File: src/rtl/serirq_pkg.sv
// Shared constants for the SERIRQ serialiser: state and phase codes, default
// frame limits, stop-frame lengths and the slot numbers that must never be used.
package serirq_pkg;

  // Frame limit defaults
  localparam int unsigned DEF_MAX_SLOTS = 32;
  localparam int unsigned DEF_START_MIN = 4;
  localparam int unsigned DEF_START_MAX = 8;

  // Stop frame lengths selecting the next mode
  localparam int unsigned STOP_QUIET = 2;
  localparam int unsigned STOP_CONT  = 3;

  // Slots this device must never drive or request on
  localparam logic [3:0] SLOT_DISABLED = 4'd0;
  localparam logic [3:0] SLOT_SMI      = 4'd2;

  // Controller states
  typedef logic [2:0] state_t;
  localparam state_t ST_IDLE    = 3'd0;
  localparam state_t ST_QREQ    = 3'd1;
  localparam state_t ST_START   = 3'd2;
  localparam state_t ST_SLOT    = 3'd3;
  localparam state_t ST_STOP    = 3'd4;
  localparam state_t ST_WAIT_HI = 3'd5;

  // Phase of the clock being sampled inside a data frame
  typedef logic [1:0] phase_t;
  localparam phase_t PH_SAMPLE     = 2'd0;
  localparam phase_t PH_RECOVERY   = 2'd1;
  localparam phase_t PH_TURNAROUND = 2'd2;

  // A slot number is usable unless it is the disabled or SMI# slot
  function automatic logic slot_valid(input logic [3:0] slot);
    return (slot != SLOT_DISABLED) && (slot != SLOT_SMI);
  endfunction

endpackage

File: src/rtl/serirq_module.sv
// Serialised IRQ slave: reports the TPM interrupt in its SERIRQ slot and
// follows the host between continuous and quiet mode via stop-frame length.
// Outputs are registered, so a value computed at one edge occupies the clock
// that ends at the next edge, where the host samples it.
module serirq_module
  import serirq_pkg::*;
#(
  parameter int unsigned MAX_SLOTS = DEF_MAX_SLOTS,
  parameter int unsigned START_MIN = DEF_START_MIN,
  parameter int unsigned START_MAX = DEF_START_MAX
) (
  input  logic       clk_i,
  input  logic       rst_n_i,
  input  logic       serirq_i,
  output logic       serirq_o,
  output logic       serirq_oe_o,
  input  logic [3:0] irq_num_i,
  input  logic       interrupt_i,
  output logic       quiet_mode_o
);

  // Slot counter needs room for MAX_SLOTS plus an all-ones "before slot 0" value
  localparam int SLOT_W = $clog2(MAX_SLOTS + 1) + 1;
  // Low counter needs to reach START_MAX + 1 and saturate in long stop frames
  localparam int CNT_W  = $clog2(START_MAX + 2) + 1;

  localparam logic [SLOT_W-1:0] MAX_SLOTS_C  = SLOT_W'(MAX_SLOTS);
  localparam logic [CNT_W-1:0]  START_MIN_C  = CNT_W'(START_MIN);
  localparam logic [CNT_W-1:0]  START_MAX_C  = CNT_W'(START_MAX);
  localparam logic [CNT_W-1:0]  STOP_QUIET_C = CNT_W'(STOP_QUIET);
  localparam logic [CNT_W-1:0]  STOP_CONT_C  = CNT_W'(STOP_CONT);

  state_t              state_reg, state_next;
  phase_t              phase_reg, phase_next;
  logic [CNT_W-1:0]    low_cnt_reg, low_cnt_next;
  logic [SLOT_W-1:0]   slot_reg, slot_next;
  logic [3:0]          irq_lat_reg, irq_lat_next;
  logic                int_lat_reg, int_lat_next;
  logic                samp_low_reg, samp_low_next;
  logic                drove_reg, drove_next;
  logic                last_reported_reg, last_reported_next;
  logic                quiet_reg, quiet_next;
  logic                oe_reg, oe_next;
  logic                o_reg, o_next;

  logic [SLOT_W-1:0]   slot_inc;
  logic                own_now;
  logic                own_upcoming;
  logic                latched_valid;

  assign slot_inc      = slot_reg + SLOT_W'(1);
  assign latched_valid = slot_valid(irq_lat_reg);
  // The slot being sampled now, and the one that starts after this turnaround
  assign own_now       = latched_valid && (slot_reg == SLOT_W'(irq_lat_reg));
  assign own_upcoming  = latched_valid && (slot_inc == SLOT_W'(irq_lat_reg));

  assign serirq_o      = o_reg;
  assign serirq_oe_o   = oe_reg;
  assign quiet_mode_o  = quiet_reg;

  // Next-state and next-output decode; the line is released unless a branch drives it
  always_comb begin
    state_next         = state_reg;
    phase_next         = phase_reg;
    low_cnt_next       = low_cnt_reg;
    slot_next          = slot_reg;
    irq_lat_next       = irq_lat_reg;
    int_lat_next       = int_lat_reg;
    samp_low_next      = samp_low_reg;
    drove_next         = drove_reg;
    last_reported_next = last_reported_reg;
    quiet_next         = quiet_reg;
    oe_next            = 1'b0;
    o_next             = 1'b0;

    case (state_reg)
      ST_IDLE: begin
        // A host start always wins over our own quiet-mode request
        if (!serirq_i) begin
          state_next   = ST_START;
          low_cnt_next = CNT_W'(1);
        end else if (quiet_reg && slot_valid(irq_num_i) &&
                     (interrupt_i != last_reported_reg)) begin
          state_next = ST_QREQ;
          oe_next    = 1'b1;
          o_next     = 1'b0;
        end
      end

      ST_QREQ: begin
        // Our single low clock is the first clock of the start frame
        state_next   = ST_START;
        low_cnt_next = CNT_W'(1);
      end

      ST_START: begin
        if (!serirq_i) begin
          if (low_cnt_reg >= START_MAX_C) begin
            state_next = ST_WAIT_HI;
          end else begin
            low_cnt_next = low_cnt_reg + CNT_W'(1);
          end
        end else if (low_cnt_reg >= START_MIN_C) begin
          // Recovery clock of the start frame; the next clock is turnaround
          state_next   = ST_SLOT;
          phase_next   = PH_TURNAROUND;
          slot_next    = '1;
          irq_lat_next = irq_num_i;
          int_lat_next = interrupt_i;
        end else begin
          state_next = ST_IDLE;
        end
      end

      ST_SLOT: begin
        case (phase_reg)
          PH_TURNAROUND: begin
            if (slot_inc == MAX_SLOTS_C) begin
              state_next = ST_WAIT_HI;
            end else begin
              slot_next  = slot_inc;
              phase_next = PH_SAMPLE;
              drove_next = own_upcoming && int_lat_reg;
              if (own_upcoming && int_lat_reg) begin
                oe_next = 1'b1;
                o_next  = 1'b0;
              end
            end
          end

          PH_SAMPLE: begin
            phase_next    = PH_RECOVERY;
            samp_low_next = !serirq_i;
            if (own_now) begin
              // Actively restore the line high only if we pulled it low
              oe_next            = drove_reg;
              o_next             = drove_reg;
              last_reported_next = int_lat_reg;
            end
          end

          PH_RECOVERY: begin
            phase_next = PH_TURNAROUND;
            // Low through sample and recovery is the host's stop frame
            if (!own_now && samp_low_reg && !serirq_i) begin
              state_next   = ST_STOP;
              low_cnt_next = CNT_W'(2);
            end
          end

          default: begin
            state_next = ST_WAIT_HI;
          end
        endcase
      end

      ST_STOP: begin
        if (!serirq_i) begin
          if (low_cnt_reg != '1) begin
            low_cnt_next = low_cnt_reg + CNT_W'(1);
          end
        end else begin
          if (low_cnt_reg == STOP_QUIET_C) begin
            quiet_next = 1'b1;
          end else if (low_cnt_reg == STOP_CONT_C) begin
            quiet_next = 1'b0;
          end
          state_next = ST_IDLE;
        end
      end

      ST_WAIT_HI: begin
        if (serirq_i) begin
          state_next = ST_IDLE;
        end
      end

      default: begin
        state_next = ST_IDLE;
      end
    endcase
  end

  // State and output registers; reset releases the line without a clock edge
  always_ff @(posedge clk_i or negedge rst_n_i) begin
    if (!rst_n_i) begin
      state_reg         <= ST_IDLE;
      phase_reg         <= PH_SAMPLE;
      low_cnt_reg       <= '0;
      slot_reg          <= '0;
      irq_lat_reg       <= '0;
      int_lat_reg       <= 1'b0;
      samp_low_reg      <= 1'b0;
      drove_reg         <= 1'b0;
      last_reported_reg <= 1'b0;
      quiet_reg         <= 1'b0;
      oe_reg            <= 1'b0;
      o_reg             <= 1'b0;
    end else begin
      state_reg         <= state_next;
      phase_reg         <= phase_next;
      low_cnt_reg       <= low_cnt_next;
      slot_reg          <= slot_next;
      irq_lat_reg       <= irq_lat_next;
      int_lat_reg       <= int_lat_next;
      samp_low_reg      <= samp_low_next;
      drove_reg         <= drove_next;
      last_reported_reg <= last_reported_next;
      quiet_reg         <= quiet_next;
      oe_reg            <= oe_next;
      o_reg             <= o_next;
    end
  end

endmodule

File: config.mk
export PLATFORM = sky130hd
export DESIGN_NAME = serirq_module
export DESIGN_NICKNAME = d
export VERILOG_FILES = /design/src/rtl/serirq_pkg.sv /design/src/rtl/serirq_module.sv
export SDC_FILE = /design/constraint.sdc
export NUM_CORES = 1
export LEC_CHECK = 0
export ABC_AREA = 1
export CAP_MARGIN = 10
export CORE_MARGIN = 10
export CORE_UTILIZATION = 40
export CTS_CLUSTER_SIZE = 8
export DETAILED_ROUTE_END_ITERATION = 7
export SLEW_MARGIN = 20
export SYNTH_ARGS = -nofsm -noshare
export SYNTH_HDL_FRONTEND = slang
export SYNTH_SLANG_ARGS = --single-unit
File: constraint.sdc
create_clock -name clk_i -period 1.74 [get_ports clk_i]
set_clock_uncertainty 0.2 [all_clocks]
set_input_delay 0.174 -clock clk_i [delete_from_list [all_inputs] [get_ports clk_i]]
set_output_delay 0.174 -clock clk_i [all_outputs]
set_load 0.03 [all_outputs]
==> flow_summary.ini, run 1 <==
[layout]
post-route-util_pct = 53.7
diodes = 0
layout_common_cells = nand2_1, inv_1, dfrtp_1, buf_4, nor2_1
stdcell_count = 332
register_area_um2 = 703
drive_gt1_share_pct = 26.8
area_growth_pct = 29.4
fin_nets = 294
fill_cells = 420
largest_reg_flops = 7
multi_input_area_um2 = 1070
fin_area_um2 = 2340
layout_commonest_cell = nand2_1

[worst_setup_path]
crit_type = reg -> reg
worstPathRequired_ps = 1720
cp.arrival_ps = 1790
slowest_stage = dfrtp_1
crit_fanout = 5
cp-end-kind = register
cp-start-kind = register
slowest_delay_ps = 370
crit_chain = ha_2 > nand2_4 > nor2_4 > nand2_1 > nand2_1 > nand2_2 > nor2_8 > nand2_4 > a21oi_4 > a21oi_1

[power_and_ir_drop]
peakVddDrop_mv = 0.668
pwr-share-seq_pct = 29.2
clockPowerShare_pct = 14.7
switchingPower_mw = 1.66
power.density_nw_per_um2 = 1570
switching_share_pct = 45.4
power_frac_comb_pct = 56.1
p_leak_nw = 1.19
p_int_mw = 2.00

[logic_synthesis]
synth_top_area_share_pct = 38.8
yosys_warnings = 0
synth_cell_types = 31
synth_fp_nets = 254
syn_inst = 241
syn_area_per_cell_um2 = 7.50
yosys_register_bits = 28
synth_top_area_cell = dfrtp_1
syn_area_um2 = 1810
netlist_top_cells_area = dfrtp_1, nand2_1, inv_1, nor2_1, nand3_1
yosysSeqAreaShare_pct = 38.8

[detailed_routing]
drcViolationCount = 0
wirelength_um = 4080
drtIter0Drc = 31
final_antenna_net_count = 0
dr.pass1.iters = 4
wl_per_cell_um = 12.3
vias = 1593
vias_per_cell = 4.80

[sta]
drv_slew = 0
worst_slack_ps = -64.7
rsz0062_at_grt = true
worst_pin_slew_ps = 362
fin_crit_sh_pct = 104
relSlewSlack_pct = 75.8
setup_viol = 15
max_freq_mhz = 554
whs_ps = 51.7
period_needed_ps = 1800
final_hold_viol_count = 0

[placement]
hpwl_um = 3120
dp.cells = 325
portBuffers = 10
gp_congestion = 0.845
dpl_cell_area_um2 = 2160

[cts]
clk_pin_slew_worst_paths_ps = 110
cts.sinks = 28
cts_tree = yes
numCtsBuffers = 3
htreeDepth = 1
cts_root_buf = clkbuf_8
hold_buffers = 0
clock_latency_ps = 290
cts_buffer_depth = 2

[die]
core_area_um2 = 4350
start_util_pct = 41.5
row_count = 24
die_y_um = 87.2
dieWidth_um = 87.2
die_area_um2 = 7610
ios = 11

[status]
violations = negative setup slack
status = finished, violations left

[global_route]
grt_max_degree = 29
globalRoute.busiestLayer = met2
groute.usage.overall_pct = 11.2
grt_overflow = 0
grtUsageMet3_pct = 2.72
antenna_found_initial = 0
grt_pass1_wl_um = 7000
grt_pass1_vias = 1599
grt_use_met1_pct = 12.4
use_met2_pct = 20.4

[hold_path]
worst_hold_path_type = in -> async

[run]
max_cap_violations = 0
## metrics by stage
step                      setup WS [ps]  total power [mW]  setup TNS (ps)
after detailed placement           -156              2.96           -1440
after CTS                         -52.6              3.58            -569
after global placement             -164              2.95           -1140
final                             -64.7              3.66            -561
after global routing               -156              4.00           -2390
after floorplan                   -40.6              2.38            -199
## path summary, 6_finish.rpt
check | slack (ps) | cells after the start | start | end
setup reg to reg | -60 | 10 | slot_reg[1] | slot_reg[6]
min in group clk_i | 230 | 3 | irq_num_i[1] | irq_lat_reg[1]
max in group asynchronous | 1000 | 2 | rst_n_i | slot_reg[2]
hold reg to reg | 310 | 2 | samp_low_reg | samp_low_reg
setup / recovery | -60 | 10 | slot_reg[1] | slot_reg[6]
hold / removal | 50 | 2 | rst_n_i | irq_lat_reg[2]
## cells in the mapped netlist
| master | count |
|---|---|
| nor2_8 | 3 |
| dfrtp_1 | 28 |
| ha_1 | 5 |
| o21a_1 | 2 |
| nor2_4 | 1 |
| buf_2 | 1 |
| a22o_1 | 1 |
| nor3_1 | 2 |
| nand2_8 | 1 |
| a31oi_1 | 1 |
| nor4_1 | 1 |
| nand3_1 | 16 |
| nand3b_1 | 1 |
| nand2_2 | 3 |
| o22ai_1 | 2 |
| clkbuf_1 | 1 |
| nand2_4 | 3 |
| xnor2_1 | 1 |
| nor2_2 | 2 |
| inv_2 | 2 |
| a21oi_1 | 10 |
| a21boi_2 | 1 |
| a21oi_4 | 1 |
| inv_1 | 34 |
| nand2_1 | 66 |
| xor2_1 | 4 |
| nand4_1 | 3 |
| nand3_2 | 2 |
| o21ai_0 | 15 |
| o21ai_2 | 2 |
| nor2_1 | 26 |
## power by group through the flow
stage	clock network, mW	logic, mW	registers, mW
2_1_floorplan	0	1.31	1.06
3_3_place_gp	0	1.88	1.07
3_5_place_dp	0	1.89	1.07
4_1_cts	0.553	1.97	1.06
5_1_grt	0.575	2.32	1.11
6_report	0.540	2.06	1.07
## cells by family (layout without fill, tap and decap cells)
logic type,count (synthesis),count (layout),synth area share [%]
AND/OR/NAND/NOR,130,131,35.6
XOR/XNOR,5,5,2.42
flip-flops,28,28,38.8
AO/OA/AOI/OAI,35,35,11.8
adder cells (fa/ha/maj),5,5,3.46
buffers and inverters,38,76,7.96
## area by class of cell
class	count	share of cell area, %
flip-flops and latches	28	30.1
well taps	52	2.78
clock buffers	3	1.76
clock inverters	1	1.28
inverters	36	5.78
repair buffers	36	12.6
multi-input cells	176	45.8
## worst max-delay path: cells and delay by family (launching register included)
kind                     cells  cell delay, ps
flip-flops                   1             370
AO/OA/AOI/OAI                2             310
adder cells (fa/ha/maj)      1             210
AND/OR/NAND/NOR              7             610
## routing by layer
| metal | vias to the layer above | wire [um] | share of wire, % |
|---|---|---|---|
| met5 | - | 0 | 0 |
| met4 | 0 | 58 | 1.4 |
| met3 | 7 | 114 | 2.8 |
| met2 | 10 | 2180 | 53 |
| met1 | 730 | 1730 | 42 |
| li1 | 846 | - | - |
## timing repair
| action | in CTS | in global routing |
|---|---|---|
| cloned | 0 | 1 |
| endpoints found under the setup margin | 18 | 21 |
| resized for setup | 9 | 18 |
| pin swaps | 3 | 6 |
| setup buffers | 1 | 1 |
(Power assumes the default switching activity.)
==> run 2, diff against run 1 <==
--- a/config.mk
+++ b/config.mk
@@ -11,6 +11,7 @@
 export CORE_UTILIZATION = 40
 export CTS_CLUSTER_SIZE = 8
 export DETAILED_ROUTE_END_ITERATION = 7
+export SKIP_CTS_REPAIR_TIMING = 1
 export SLEW_MARGIN = 20
 export SYNTH_ARGS = -nofsm -noshare
 export SYNTH_HDL_FRONTEND = slang
==> run 2 against run 1 <==
The run still ends with negative setup slack left; count of clock-buffer cells in the layout is the same; global-route usage is 0.13 points lower; utilization is essentially flat; largest power group unchanged; power grew 0.60%; wire length rose by 0.96%; setup slack better by 4.9 ps; register-to-register slack about the same; critical path type unchanged; critical endpoint unchanged.
==> flow_summary.ini, run 2 (same netlist as run 1, synthesis figures left out) <==
[worst_setup_path]
cp.arrival_ps = 1780
cp-start-kind = register
crit_end = slot_reg[6]
r2r-end = slot_reg[6]
crit_fanout = 5
worstRegToRegCells = 10
slowest_delay_ps = 370
crit_chain = ha_2 > nand2_4 > nor2_4 > nand2_1 > nand2_1 > nand2_2 > nor2_8 > nand2_4 > a21oi_4 > a21oi_1
crit_type = reg -> reg
worstPathRequired_ps = 1720
crit_start = slot_reg[0]
cp_num_cells = 10
slowest_stage = dfrtp_1
cp-end-kind = register
regToRegSetupSlack_ps = -60
worst-path-buf-inv = 0
reg2reg_from = slot_reg[0]
path_delay_family = simple AND/OR/NAND/NOR gates

[power_and_ir_drop]
switchingPower_mw = 1.69
p_leak_nw = 1.19
p_int_mw = 2.00
power.density_nw_per_um2 = 1570
switching_share_pct = 45.8
peakVddDrop_mv = 0.719
clockPowerShare_pct = 14.9
power_frac_comb_pct = 56.1
pwr-share-seq_pct = 29.1

[detailed_routing]
met1_length_um = 1760
wl_per_cell_um = 12.5
drtIter0Drc = 27
wirelength_um = 4120
vias = 1601
drcViolationCount = 0
dr.pass1.iters = 4
wl_met3_um = 118
vias_per_cell = 4.85
topRoutingLayerUsed = met4
final_antenna_net_count = 0
dr_wl_met2_um = 2190

[layout]
fin_area_um2 = 2340
diodes = 0
largest_reg_flops = 7
fin_nets = 292
layout_common_cells = nand2_1, inv_1, dfrtp_1
drive_gt1_share_pct = 27.3
layout_commonest_cell = nand2_1
area_growth_pct = 29.5

[hold_path]
worst_hold_path_type = in -> async

[status]
status = finished, violations left
violations = negative setup slack

[die]
row_count = 24
die_area_um2 = 7610
dieWidth_um = 87.2
ios = 11
die_y_um = 87.2
start_util_pct = 41.5
core_area_um2 = 4350

[cts]
clock_latency_ps = 290
numCtsBuffers = 3
htreeDepth = 1
cts.sinks = 28
cts_root_buf = clkbuf_8
cts_buffer_depth = 2
cts_tree = yes
clk_pin_slew_worst_paths_ps = 110

[placement]
portBuffers = 10
gp_congestion = 0.845
hpwl_um = 3120
preCtsSetupSlack_ps = -156
dpl_cell_area_um2 = 2160

[sta]
max_freq_mhz = 556
fin_crit_sh_pct = 103
period_needed_ps = 1800
final_hold_viol_count = 0
setup_viol = 10
rsz0062_at_grt = true
relSlewSlack_pct = 75.8
drv_slew = 0
worst_slack_ps = -59.8
worst_pin_slew_ps = 363

[global_route]
grt_pass1_wl_um = 6910
groute.usage.overall_pct = 11.1
grt_pass1_vias = 1574
grt_max_degree = 29
antenna_found_initial = 0
grt_overflow = 0

[run]
max_cap_violations = 0
## run 2: layout make-up
cell class                 count  area, um2
clock inverter                 1       30.0
inverter                      36        135
timing repair buffer          34        283
fill                         422       2010
tap                           52       65.1
multi-input combinational    176       1080
clock buffer                   3       41.3
sequential                    28        704
## run 2: worst min path at each step
stage | to | slack, ps | startpoint
2_1_floorplan | drove_reg | -320 | rst_n_i
3_3_place_gp | samp_low_reg | 270 | samp_low_reg
3_5_place_dp | samp_low_reg | 280 | samp_low_reg
4_1_cts | irq_lat_reg[2] | 70 | rst_n_i
5_1_grt | slot_reg[4] | 70 | rst_n_i
6_report | irq_lat_reg[2] | 50 | rst_n_i
## run 2: power by group through the flow
stage	Clock, mW	Sequential [mW]	Combinational [mW]
after detailed placement	0	1.07	1.89
after CTS	0.553	1.06	1.90
after global routing	0.575	1.11	2.33
after floorplan	0	1.06	1.31
after global placement	0	1.07	1.88
final	0.548	1.07	2.07
## run 2: per-layer routing
metal  global-route usage, %  vias to the layer above
met3                    2.53                        7
met5                       0                        -
li1                        -                      842
met1                    12.5                      740
met4                    3.77                        0
met2                    20.0                       12
## run 2: through the flow
step | hold slack [ps] | util [%] | TNS [ps] | total power, mW | instances
2_1_floorplan | -322 | - | -199 | 2.38 | 241
3_3_place_gp | 271 | 49.7 | -1140 | 2.95 | 325
3_5_place_dp | 282 | 49.7 | -1440 | 2.96 | 325
4_1_cts | 74.6 | 51.4 | -1760 | 3.51 | 329
5_1_grt | 73.6 | 53.8 | -2390 | 4.01 | 330
6_report | 50.4 | 53.8 | -418 | 3.69 | 330
